<file path="src/rtl/ccu_ctrl_pkg.sv">
// ccu_ctrl_pkg
//   Shared types for the CCU control path.
//   mu_op_e     : operation codes issued by the CCU FSMs to the memory unit.
//   arb_state_e : state of the memory-unit arbiter (ccu_mu_arbiter).
//   idx_bits    : index width helper that never returns 0.
package ccu_ctrl_pkg;

  typedef enum logic [2:0] {
    SEND_AXI_REQ_WRITE_BACK_R,
    SEND_AXI_REQ_WRITE_BACK_W,
    SEND_AXI_REQ_R,
    SEND_AXI_REQ_W,
    SEND_INVALID_ACK_R,
    SEND_INVALID_ACK_W
  } mu_op_e;

  typedef enum logic {
    ARB_IDLE,
    ARB_LOCKED
  } arb_state_e;

  function automatic int unsigned idx_bits(input int unsigned n);
    return (n > 1) ? $clog2(n) : 1;
  endfunction

endpackage

</file>
<file path="src/rtl/ccu_rr_pick.sv">
// ccu_rr_pick
//   Combinational cyclic priority pick: returns the first asserted request at
//   index >= i_ptr, wrapping from N-1 back to 0. N need not be a power of 2.
// Ports:
//   i_req   [N-1:0]  request vector
//   i_ptr   [W-1:0]  starting index (must be < N)
//   o_idx   [W-1:0]  picked index (0 when nothing is requested)
//   o_valid          at least one request asserted
module ccu_rr_pick #(
  parameter int unsigned N = 2,
  parameter int unsigned W = 1
) (
  input  logic [N-1:0] i_req,
  input  logic [W-1:0] i_ptr,
  output logic [W-1:0] o_idx,
  output logic         o_valid
);

  always_comb begin
    int unsigned cand;
    cand    = 0;
    o_idx   = '0;
    o_valid = 1'b0;
    for (int unsigned k = 0; k < N; k++) begin
      // Wrap by compare so non-power-of-2 N stays in range.
      cand = 32'(i_ptr) + k;
      if (cand >= N) cand = cand - N;
      if (!o_valid && |(i_req & (N'(1) << cand))) begin
        o_valid = 1'b1;
        o_idx   = W'(cand);
      end
    end
  end

endmodule

</file>
<file path="src/rtl/ccu_mu_arbiter.sv">
// ccu_mu_arbiter
//   Round-robin arbiter sharing one CCU memory unit between NoRequesters CCU
//   control FSMs. The chosen operation is held (LOCKED) until the memory unit
//   grants it; newer requests never preempt a locked choice.
//   Optional macro CCU_MU_ARB_OUT_REG_EN inserts a one-entry output register:
//   gnt_o then pulses on capture and mu_req_o follows one cycle later.
// Ports:
//   clk_i, rst_i            clock, asynchronous active-high reset
//   req_i/op_i/holder_i/first_responder_i  per-requester operation
//   gnt_o                   one-hot grant back to requesters
//   mu_req_o/mu_op_o/mu_holder_o/mu_first_responder_o/mu_gnt_i  memory unit side
//   sel_idx_o               currently selected requester (trace)
module ccu_mu_arbiter
  import ccu_ctrl_pkg::*;
#(
  parameter int unsigned NoRequesters = 2,
  parameter int unsigned NoMstPorts   = 4,
  parameter type         slv_req_t    = logic,
  localparam int unsigned ReqIdxBits  = idx_bits(NoRequesters),
  localparam int unsigned MstIdxBits  = $clog2(NoMstPorts)
) (
  input  logic                    clk_i,
  input  logic                    rst_i,
  input  logic [NoRequesters-1:0] req_i,
  input  mu_op_e                  op_i              [NoRequesters],
  input  slv_req_t                holder_i          [NoRequesters],
  input  logic [MstIdxBits-1:0]   first_responder_i [NoRequesters],
  output logic [NoRequesters-1:0] gnt_o,
  output logic                    mu_req_o,
  output mu_op_e                  mu_op_o,
  output slv_req_t                mu_holder_o,
  output logic [MstIdxBits-1:0]   mu_first_responder_o,
  input  logic                    mu_gnt_i,
  output logic [ReqIdxBits-1:0]   sel_idx_o
);

  logic [ReqIdxBits-1:0] r_rr_ptr;
  logic [ReqIdxBits-1:0] w_rr_nxt;
  logic [ReqIdxBits-1:0] w_pick_idx;
  logic                  w_pick_vld;

  function automatic logic [ReqIdxBits-1:0] f_next(input logic [ReqIdxBits-1:0] s);
    return (32'(s) == NoRequesters - 1) ? '0 : ReqIdxBits'(s + 1'b1);
  endfunction

  ccu_rr_pick #(
    .N(NoRequesters),
    .W(ReqIdxBits)
  ) u_pick (
    .i_req  (req_i),
    .i_ptr  (r_rr_ptr),
    .o_idx  (w_pick_idx),
    .o_valid(w_pick_vld)
  );

`ifndef CCU_MU_ARB_OUT_REG_EN

  arb_state_e            r_state, w_state_nxt;
  logic [ReqIdxBits-1:0] r_sel_q, w_sel_q_nxt;
  logic [ReqIdxBits-1:0] w_sel;

  always_ff @(posedge clk_i or posedge rst_i) begin
    if (rst_i) begin
      r_state  <= ARB_IDLE;
      r_sel_q  <= '0;
      r_rr_ptr <= '0;
    end else begin
      r_state  <= w_state_nxt;
      r_sel_q  <= w_sel_q_nxt;
      r_rr_ptr <= w_rr_nxt;
    end
  end

  // Outputs are forced low while rst_i is high so a reset during LOCKED
  // drops the request immediately even if requesters keep req_i asserted.
  always_comb begin
    w_state_nxt          = r_state;
    w_sel_q_nxt          = r_sel_q;
    w_rr_nxt             = r_rr_ptr;
    w_sel                = (r_state == ARB_LOCKED) ? r_sel_q : w_pick_idx;
    gnt_o                = '0;
    mu_req_o             = 1'b0;
    mu_op_o              = mu_op_e'('0);
    mu_holder_o          = '0;
    mu_first_responder_o = '0;
    sel_idx_o            = '0;
    if (!rst_i) begin
      unique case (r_state)
        ARB_IDLE: begin
          if (w_pick_vld) begin
            mu_req_o             = 1'b1;
            mu_op_o              = op_i[w_sel];
            mu_holder_o          = holder_i[w_sel];
            mu_first_responder_o = first_responder_i[w_sel];
            sel_idx_o            = w_sel;
            if (mu_gnt_i) begin
              gnt_o[w_sel] = 1'b1;
              w_rr_nxt     = f_next(w_sel);
            end else begin
              w_sel_q_nxt = w_sel;
              w_state_nxt = ARB_LOCKED;
            end
          end
        end
        ARB_LOCKED: begin
          mu_req_o             = req_i[w_sel];
          mu_op_o              = op_i[w_sel];
          mu_holder_o          = holder_i[w_sel];
          mu_first_responder_o = first_responder_i[w_sel];
          sel_idx_o            = w_sel;
          if (!req_i[w_sel]) begin
            // Requester withdrew: abandon without grant or pointer move.
            w_state_nxt = ARB_IDLE;
          end else if (mu_gnt_i) begin
            gnt_o[w_sel] = 1'b1;
            w_rr_nxt     = f_next(w_sel);
            w_state_nxt  = ARB_IDLE;
          end
        end
        default: w_state_nxt = ARB_IDLE;
      endcase
    end
  end

`ifndef SYNTHESIS
  always @(posedge clk_i) begin
    if (!rst_i && r_state == ARB_LOCKED)
      assert (req_i[r_sel_q])
      else $error("ccu_mu_arbiter: requester %0d dropped req while locked", r_sel_q);
  end
`endif

`else

  logic                  r_vld;
  mu_op_e                r_op;
  slv_req_t              r_holder;
  logic [MstIdxBits-1:0] r_resp;
  logic [ReqIdxBits-1:0] r_sel;
  logic                  w_accept;

  // Register takes a new winner when empty or draining this cycle.
  assign w_accept = !r_vld || mu_gnt_i;

  always_comb begin
    gnt_o    = '0;
    w_rr_nxt = r_rr_ptr;
    if (!rst_i && w_accept && w_pick_vld) begin
      gnt_o[w_pick_idx] = 1'b1;
      w_rr_nxt          = f_next(w_pick_idx);
    end
  end

  always_ff @(posedge clk_i or posedge rst_i) begin
    if (rst_i) begin
      r_vld    <= 1'b0;
      r_op     <= mu_op_e'('0);
      r_holder <= '0;
      r_resp   <= '0;
      r_sel    <= '0;
      r_rr_ptr <= '0;
    end else begin
      r_rr_ptr <= w_rr_nxt;
      if (w_accept) begin
        r_vld <= w_pick_vld;
        if (w_pick_vld) begin
          r_op     <= op_i[w_pick_idx];
          r_holder <= holder_i[w_pick_idx];
          r_resp   <= first_responder_i[w_pick_idx];
          r_sel    <= w_pick_idx;
        end
      end
    end
  end

  always_comb begin
    mu_req_o             = r_vld;
    mu_op_o              = r_vld ? r_op : mu_op_e'('0);
    mu_holder_o          = r_vld ? r_holder : '0;
    mu_first_responder_o = r_vld ? r_resp : '0;
    sel_idx_o            = r_sel;
  end

`endif

endmodule

</file>
<file path="config.mk">
export PLATFORM = sky130hd
export DESIGN_NAME = ccu_mu_arbiter
export DESIGN_NICKNAME = d
export VERILOG_FILES = /design/src/rtl/ccu_ctrl_pkg.sv /design/src/rtl/ccu_rr_pick.sv /design/src/rtl/ccu_mu_arbiter.sv
export SDC_FILE = /design/constraint.sdc
export NUM_CORES = 1
export LEC_CHECK = 0
export BUFFER_PORTS_ARGS = -buffer_cell sky130_fd_sc_hd__buf_2
export CAP_MARGIN = 5
export CORE_MARGIN = 2
export CORE_UTILIZATION = 25
export DETAILED_ROUTE_END_ITERATION = 12
export GPL_TIMING_DRIVEN = 0
export SLEW_MARGIN = 20
export SYNTH_ARGS = -nofsm -noshare
export SYNTH_HDL_FRONTEND = slang
export SYNTH_SLANG_ARGS = --single-unit
</file>
<file path="constraint.sdc">
create_clock -name clk_i -period 1.7 [get_ports clk_i]
set_input_delay 0.17 -clock clk_i [delete_from_list [all_inputs] [get_ports clk_i]]
set_output_delay 0.17 -clock clk_i [all_outputs]
set_load 0.005 [all_outputs]
</file>
After elaboration in Yosys (flattened, before gate mapping). Index checks and enable logic that the tools add are counted.

Bitwise gates (word level): 6. Equal/unequal tests: 2. Mux-type cells: 49. Reductions and logical operators: 7. Magnitude comparators: 5. Shifts and indexed selects: 2. Add/sub/neg operators: 4.

Operators with widths (number): 32-bit 2-to-1 mux (2); 1-bit by 32-bit << shifter with 2-bit output, first input constant (2); 32-bit by 2-bit >= comparator with 1-bit output, second input constant (1); 32-bit by 2-bit subtractor with 32-bit output, second input constant (1); 1-bit 2-to-1 mux (24); 2-bit 2-to-1 mux (9); 3-bit 2-to-1 mux (5); 1-bit case mux with 2 select lines (5); 2-bit case mux with 2 select lines (2); 3-bit case mux with 2 select lines (1); 2-bit bitwise AND (2); 2-bit by 1-bit inequality test with 1-bit output, second input constant (2); 4-bit AND reduction (1); 2-bit OR reduction (2); 1-bit NOT (3); 3-bit AND reduction (1); 1-bit by 2-bit subtractor with 3-bit output, second input constant (1); 1-bit by 1-bit adder with 2-bit output, second input constant (1); 1-bit by 2-bit >= comparator with 1-bit output, second input constant (1); 2-bit >= comparator, second input constant (1); 1-bit logical AND (2); 1-bit by 2-bit < comparator with 1-bit output, second input constant (1); 1-bit NOT with 2-bit output (1); 1-bit adder, second input constant (1); other kinds (3) (3).

Input port bits: 17. Register bits: 3. Output and inout port bits: 10.

Longest topological paths before layout.
Depth after elaboration: 18. Gate-level depth with buffers: 4. Depth with buffers taken out: 3.

Hierarchy. A second synthesis with hierarchy kept.

Cell total of the unflattened synthesis: 33. Area total of the unflattened synthesis: 322.8 µm².

Modules (own cells, without submodules): ccu_mu_arbiter (cells an instance 30, seq. area each 75.1 µm², instances 1, area each 305.3 µm²); ccu_rr_pick (cells an instance 3, seq. area each 0.0 µm², instances 1, area each 17.5 µm²).

Worst setup path before layout. No wires, ideal clock.

Path type: reg-to-reg. Start: reg r_sel_q. End: reg r_rr_ptr. Clock period less this slack: 1381 ps. Arrival time: 1256 ps. Library setup time: 125 ps. Slack: 319 ps. Cell stages (with the launch flop): 4. Data required time: 1575 ps. Cells stage by stage: dfrtp_1 mux2i_1 a2111oi_4 mux2_4.

Longest elaborated chain between the ends: 6. Elaborated cells on any way between the ends: 11.

RTL lines: from (decl) (RTL line ccu_mu_arbiter.sv:59) `logic [ReqIdxBits-1:0] r_sel_q, w_sel_q_nxt;`; from (signal assigned) (RTL line ccu_mu_arbiter.sv:69) `r_sel_q <= w_sel_q_nxt;`; 1-bit 2-to-1 mux * (RTL line ccu_mu_arbiter.sv:80) `w_sel = (r_state == ARB_LOCKED) ? r_sel_q : w_pick_idx;`; 1-bit adder (RTL line ccu_mu_arbiter.sv:43) `return (32'(s) == NoRequesters - 1) ? '0 : ReqIdxBits'(s + 1'b1);`; 1-bit 2-to-1 mux (RTL line ccu_mu_arbiter.sv:43); 1-bit 2-to-1 mux (RTL line ccu_mu_arbiter.sv:96, ccu_mu_arbiter.sv:114); 1-bit 2-to-1 mux, on equally long branches (RTL line ccu_mu_arbiter.sv:111, ccu_mu_arbiter.sv:90); 1-bit case mux with 2 select lines (RTL line ccu_mu_arbiter.sv:88) `unique case (r_state)`; to (signal assigned) (RTL line ccu_mu_arbiter.sv:70) `r_rr_ptr <= w_rr_nxt;`; to (decl) (RTL line ccu_mu_arbiter.sv:37) `logic [ReqIdxBits-1:0] r_rr_ptr;`.

Mark *: on every way between the ends. The rest lies on a longest branch, timed or not. The select of a mux whose other input is x is not followed. A chain may end at the register's enable or synchronous reset.

Final worst setup path.
Start: reg r_sel_q. End: out gnt_o[1].

Longest elaborated chain between the ends: 9. Elaborated cells on any way between the ends: 13.

RTL lines: 1-bit 2-to-1 mux * (RTL line ccu_mu_arbiter.sv:80); 1-bit by 2-bit < comparator with 1-bit output (not written as such) / 1-bit >= comparator (equally long branches) (RTL line ccu_mu_arbiter.sv:97, ccu_mu_arbiter.sv:115); 1-bit logical AND (not written as such) (RTL line ccu_mu_arbiter.sv:97, ccu_mu_arbiter.sv:115); 1-bit 2-to-1 mux (not written as such) (RTL line ccu_mu_arbiter.sv:97, ccu_mu_arbiter.sv:115); 1-bit demux with 1-bit select (RTL line ccu_mu_arbiter.sv:97, ccu_mu_arbiter.sv:115); 2-bit 2-to-1 mux (RTL line ccu_mu_arbiter.sv:96, ccu_mu_arbiter.sv:114); 2-bit 2-to-1 mux, on equally long branches (RTL line ccu_mu_arbiter.sv:111, ccu_mu_arbiter.sv:90); 2-bit case mux with 2 select lines * (RTL line ccu_mu_arbiter.sv:88); 2-bit 2-to-1 mux * (RTL line ccu_mu_arbiter.sv:87) `if (!rst_i) begin`; to (decl) (RTL line ccu_mu_arbiter.sv:28) `output logic [NoRequesters-1:0] gnt_o,`.

Marked as above.

==> summary.md <==
| Metric | Value |
|---|---|
| Crit end category | output pin |
| Detailed Route Iter0 Violations | 1 |
| Total power | 439 µW |
| Clk pwr share | between 20% and 30% |
| Worst hold slack | around 0.16 ns |
| Syn_area_per_cell | between 8 and 9 µm² |
| Max-cap violation count | 0 |
| Clk Latency, worst-skew pair | 0.23 ns |
| Setup crit start | r_sel_q |
| Core area | ~0.0013 mm² |
| Yosys Warn Count | 0 |
| Switching Fraction | around 33% |
| Wire per inst | roughly 11 µm |
| Initial core utilization | a little over a quarter |
| Layout area overhead | 63.2% |
| Crit Path Category | register to output pin |
| P_int | a little under 300 µW |
| Synth Cell Area | about 350 µm² |
| Final Skew | around 0.00055 ns |
| Design area | ~570 µm² |
| # setup viols final | 0 |
| Leading area contributor after synthesis | dfrtp_1 |
| DR vias | around 430 |
| Hold_buf cts | 0 |
| RSZ-0062 raised after global routing | yes |
| Pwr Density | between 700 and 800 mW/mm² |
| Relative slew margins | about 66% |
| Reg2reg end | r_rr_ptr |
| Status | finished clean |
| IO Port Bufs | 26 |
| Drc violations | 0 |
| Min Clock Period, post-route | 1.68 ns |
| Post-place setup slack | between 0.15 and 0.2 ns |
| Async S/R FF share, synth | 100% |
| # rows | 13 |
| Die Span Y | roughly 41 µm |
| Leakage power | between 0.3 and 0.4 nW |
| Startpoint Class | register |
| Clock transition at path regs | roughly 0.04 ns |
| Layout cells sized above 1 | a little over half |
| DRT Pass-1 Iters | 3 |
| Cells after Synth | 42 |
| Register area share after synthesis | a little over a fifth |
| Final ANT Viol Nets | 0 |
| Final hold vios | 0 |
| FF+latch count, synth | 3 |
| Pin count of the biggest net entering global routing | 13 |
| Hold WC Path Type | primary input to asynchronous set/reset pin |
| Antenna violations before repair | 0 |
| Reg power frac | roughly 24% |
| Setup WS post-layout | roughly 0.022 ns |
| Vias per cell | 4.74 |
| Worst path arrival time | ~1.5 ns |
| DP HPWL | ~700 µm |
| Comb pwr share | between 40% and 50% |
| Max Fclk | approximately 0.60 GHz |
| R2r worst-path depth | 4 |
| Setup slack, reg-to-reg | between 0.1 and 0.15 ns |
| Worst IR drop on VDD | between 0.00015 and 0.0002 V |
| Placed inst area | 499 µm² |
| Largest cells by area after synthesis | dfrtp_1, mux2i_1, nand3_1, a2111oi_4, mux2_4 |
| Clock Tree Root | clkbuf_4 |
| Total wire length | roughly 950 µm |
| CTS H-tree lvls | 1 |
| Critical Path Sink | gnt_o[1] |
| CTS sink cnt | 3 |
| Top_reg_cell synth | dfrtp_1 |
| Vias in the first global route | ~370 |
| R2r startpoint | r_sel_q |
| Diodes inserted | 0 |
| Critical Path Fanout Max | 3 |
| Number of synthesized flops with an enable pin | 0 |
| Num CTS Buffers | 3 |
| Filler Cells Inserted | between 150 and 200 |
| CTS tree | yes |
| Syn Nets | around 60 |
| Clk buf depth | 2 |
| I/O pin cnt | 27 |
| Netlist cell types | 18 |
| GPL Wtd Cong | roughly 0.63 |
| Die width | about 41 µm |
| Max Slew Vio Count | 0 |
| TNS Setup | 0 ns |
| P_sw | between 100 and 150 µW |
| Final #Nets | 93 |
| Overflow after GRT | 0 |
| First-pass GRT wire length | between 1 and 1.5 mm |
| Required time of the worst setup path | 1.53 ns |
| Die footprint | 0.00172 mm² |
| Period utilisation layout | between 90% and 100% |
| GR Util All Layers | between 10 and 15% |
| Yosys top cell area share | between 20 and 25% |
| Slew @ Worst Pin | between 0.5 and 0.6 ns |
[sequential cells by signal (all words and copies together) (netlist names)]
signal    count
r_rr_ptr      1
r_sel_q       1
r_state       1
[through the flow]
step	instances	util [%]
6_report	90	43.9
3_3_place_gp	83	38.4
4_1_cts	88	41.8
2_1_floorplan	42	-
5_1_grt	90	43.9
3_5_place_dp	83	38.4
[worst max-delay path, stage by stage, from the launching register on]
cell,delay [ns]
dfrtp_1,0.41
mux2i_2,0.19
a2111oi_4,0.39
nor2b_1,0.17
buf_2,0.11
[power by group through the flow]
stage / registers [mW] / clock network, mW / logic, mW
4_1_cts: 0.103 / 0.137 / 0.181
3_3_place_gp: 0.106 / 0 / 0.166
6_report: 0.106 / 0.129 / 0.203
5_1_grt: 0.108 / 0.144 / 0.222
2_1_floorplan: 0.102 / 0 / 0.112
3_5_place_dp: 0.104 / 0 / 0.170
[worst min path at each step]
stage | start | endpoint | slack (ns) | cells after the start
6_report | rst_i | r_sel_q | 0.16 | 3
3_5_place_dp | rst_i | r_state | 0.41 | 3
5_1_grt | rst_i | r_sel_q | 0.21 | 3
3_3_place_gp | rst_i | r_state | 0.41 | 3
4_1_cts | rst_i | r_sel_q | 0.16 | 3
2_1_floorplan | rst_i | r_rr_ptr | 0.16 | 2
[cell usage in the layout (no fill, tap or decap), types with 2 or more instances in the layout]
master and count:
buf_2 26, buf_4 4, clkbuf_1 2, clkbuf_4 3, dfrtp_1 2, inv_1 2
mux2i_1 6, nand3_1 12, nor2_1 2, nor2b_1 2
[what timing repair did]
item                       in CTS  in global routing
setup endpoints to repair       8                  8
pin swaps                       1                  2
gates cloned                    0                  1
setup buffers                   1                  2
gates resized for setup         4                  5
[metal layers]
metal  track usage, %  part of all wire (%)
met5                0                     0
met4             5.81                     0
met2             17.5                    46
met3             3.04                   7.2
met1             13.5                    47
[cell usage after synthesis (2+ instances only)]
| library cell | number |
|---|---|
| nand3_1 | 12 |
| mux2i_1 | 7 |
| dfrtp_1 | 3 |
| buf_2 | 2 |
| inv_1 | 2 |
| nor2_1 | 2 |
| nor2b_1 | 2 |
| or3_1 | 2 |
[cell families after synthesis]
group                  Yosys count  synth area share (%)
AO/OA/AOI/OAI                    6                  18.2
AND/OR/NAND/NOR                 20                  30.0
multiplexers                     8                  24.3
buffers and inverters            5                  6.07
flip-flops                       3                  21.4
[layout make-up]
type / count / area [µm²] / share of cell area (%)
plain buffers: 2 / 15.0 / 2.63
clock buffers: 4 / 26.3 / 4.60
repair buffers: 30 / 160 / 28.0
inverters: 2 / 7.51 / 1.31
well taps: 15 / 18.8 / 3.28
multi-input cells: 34 / 268 / 46.8
flip-flops and latches: 3 / 76.3 / 13.3
Power figures use the tool's default switching activity.
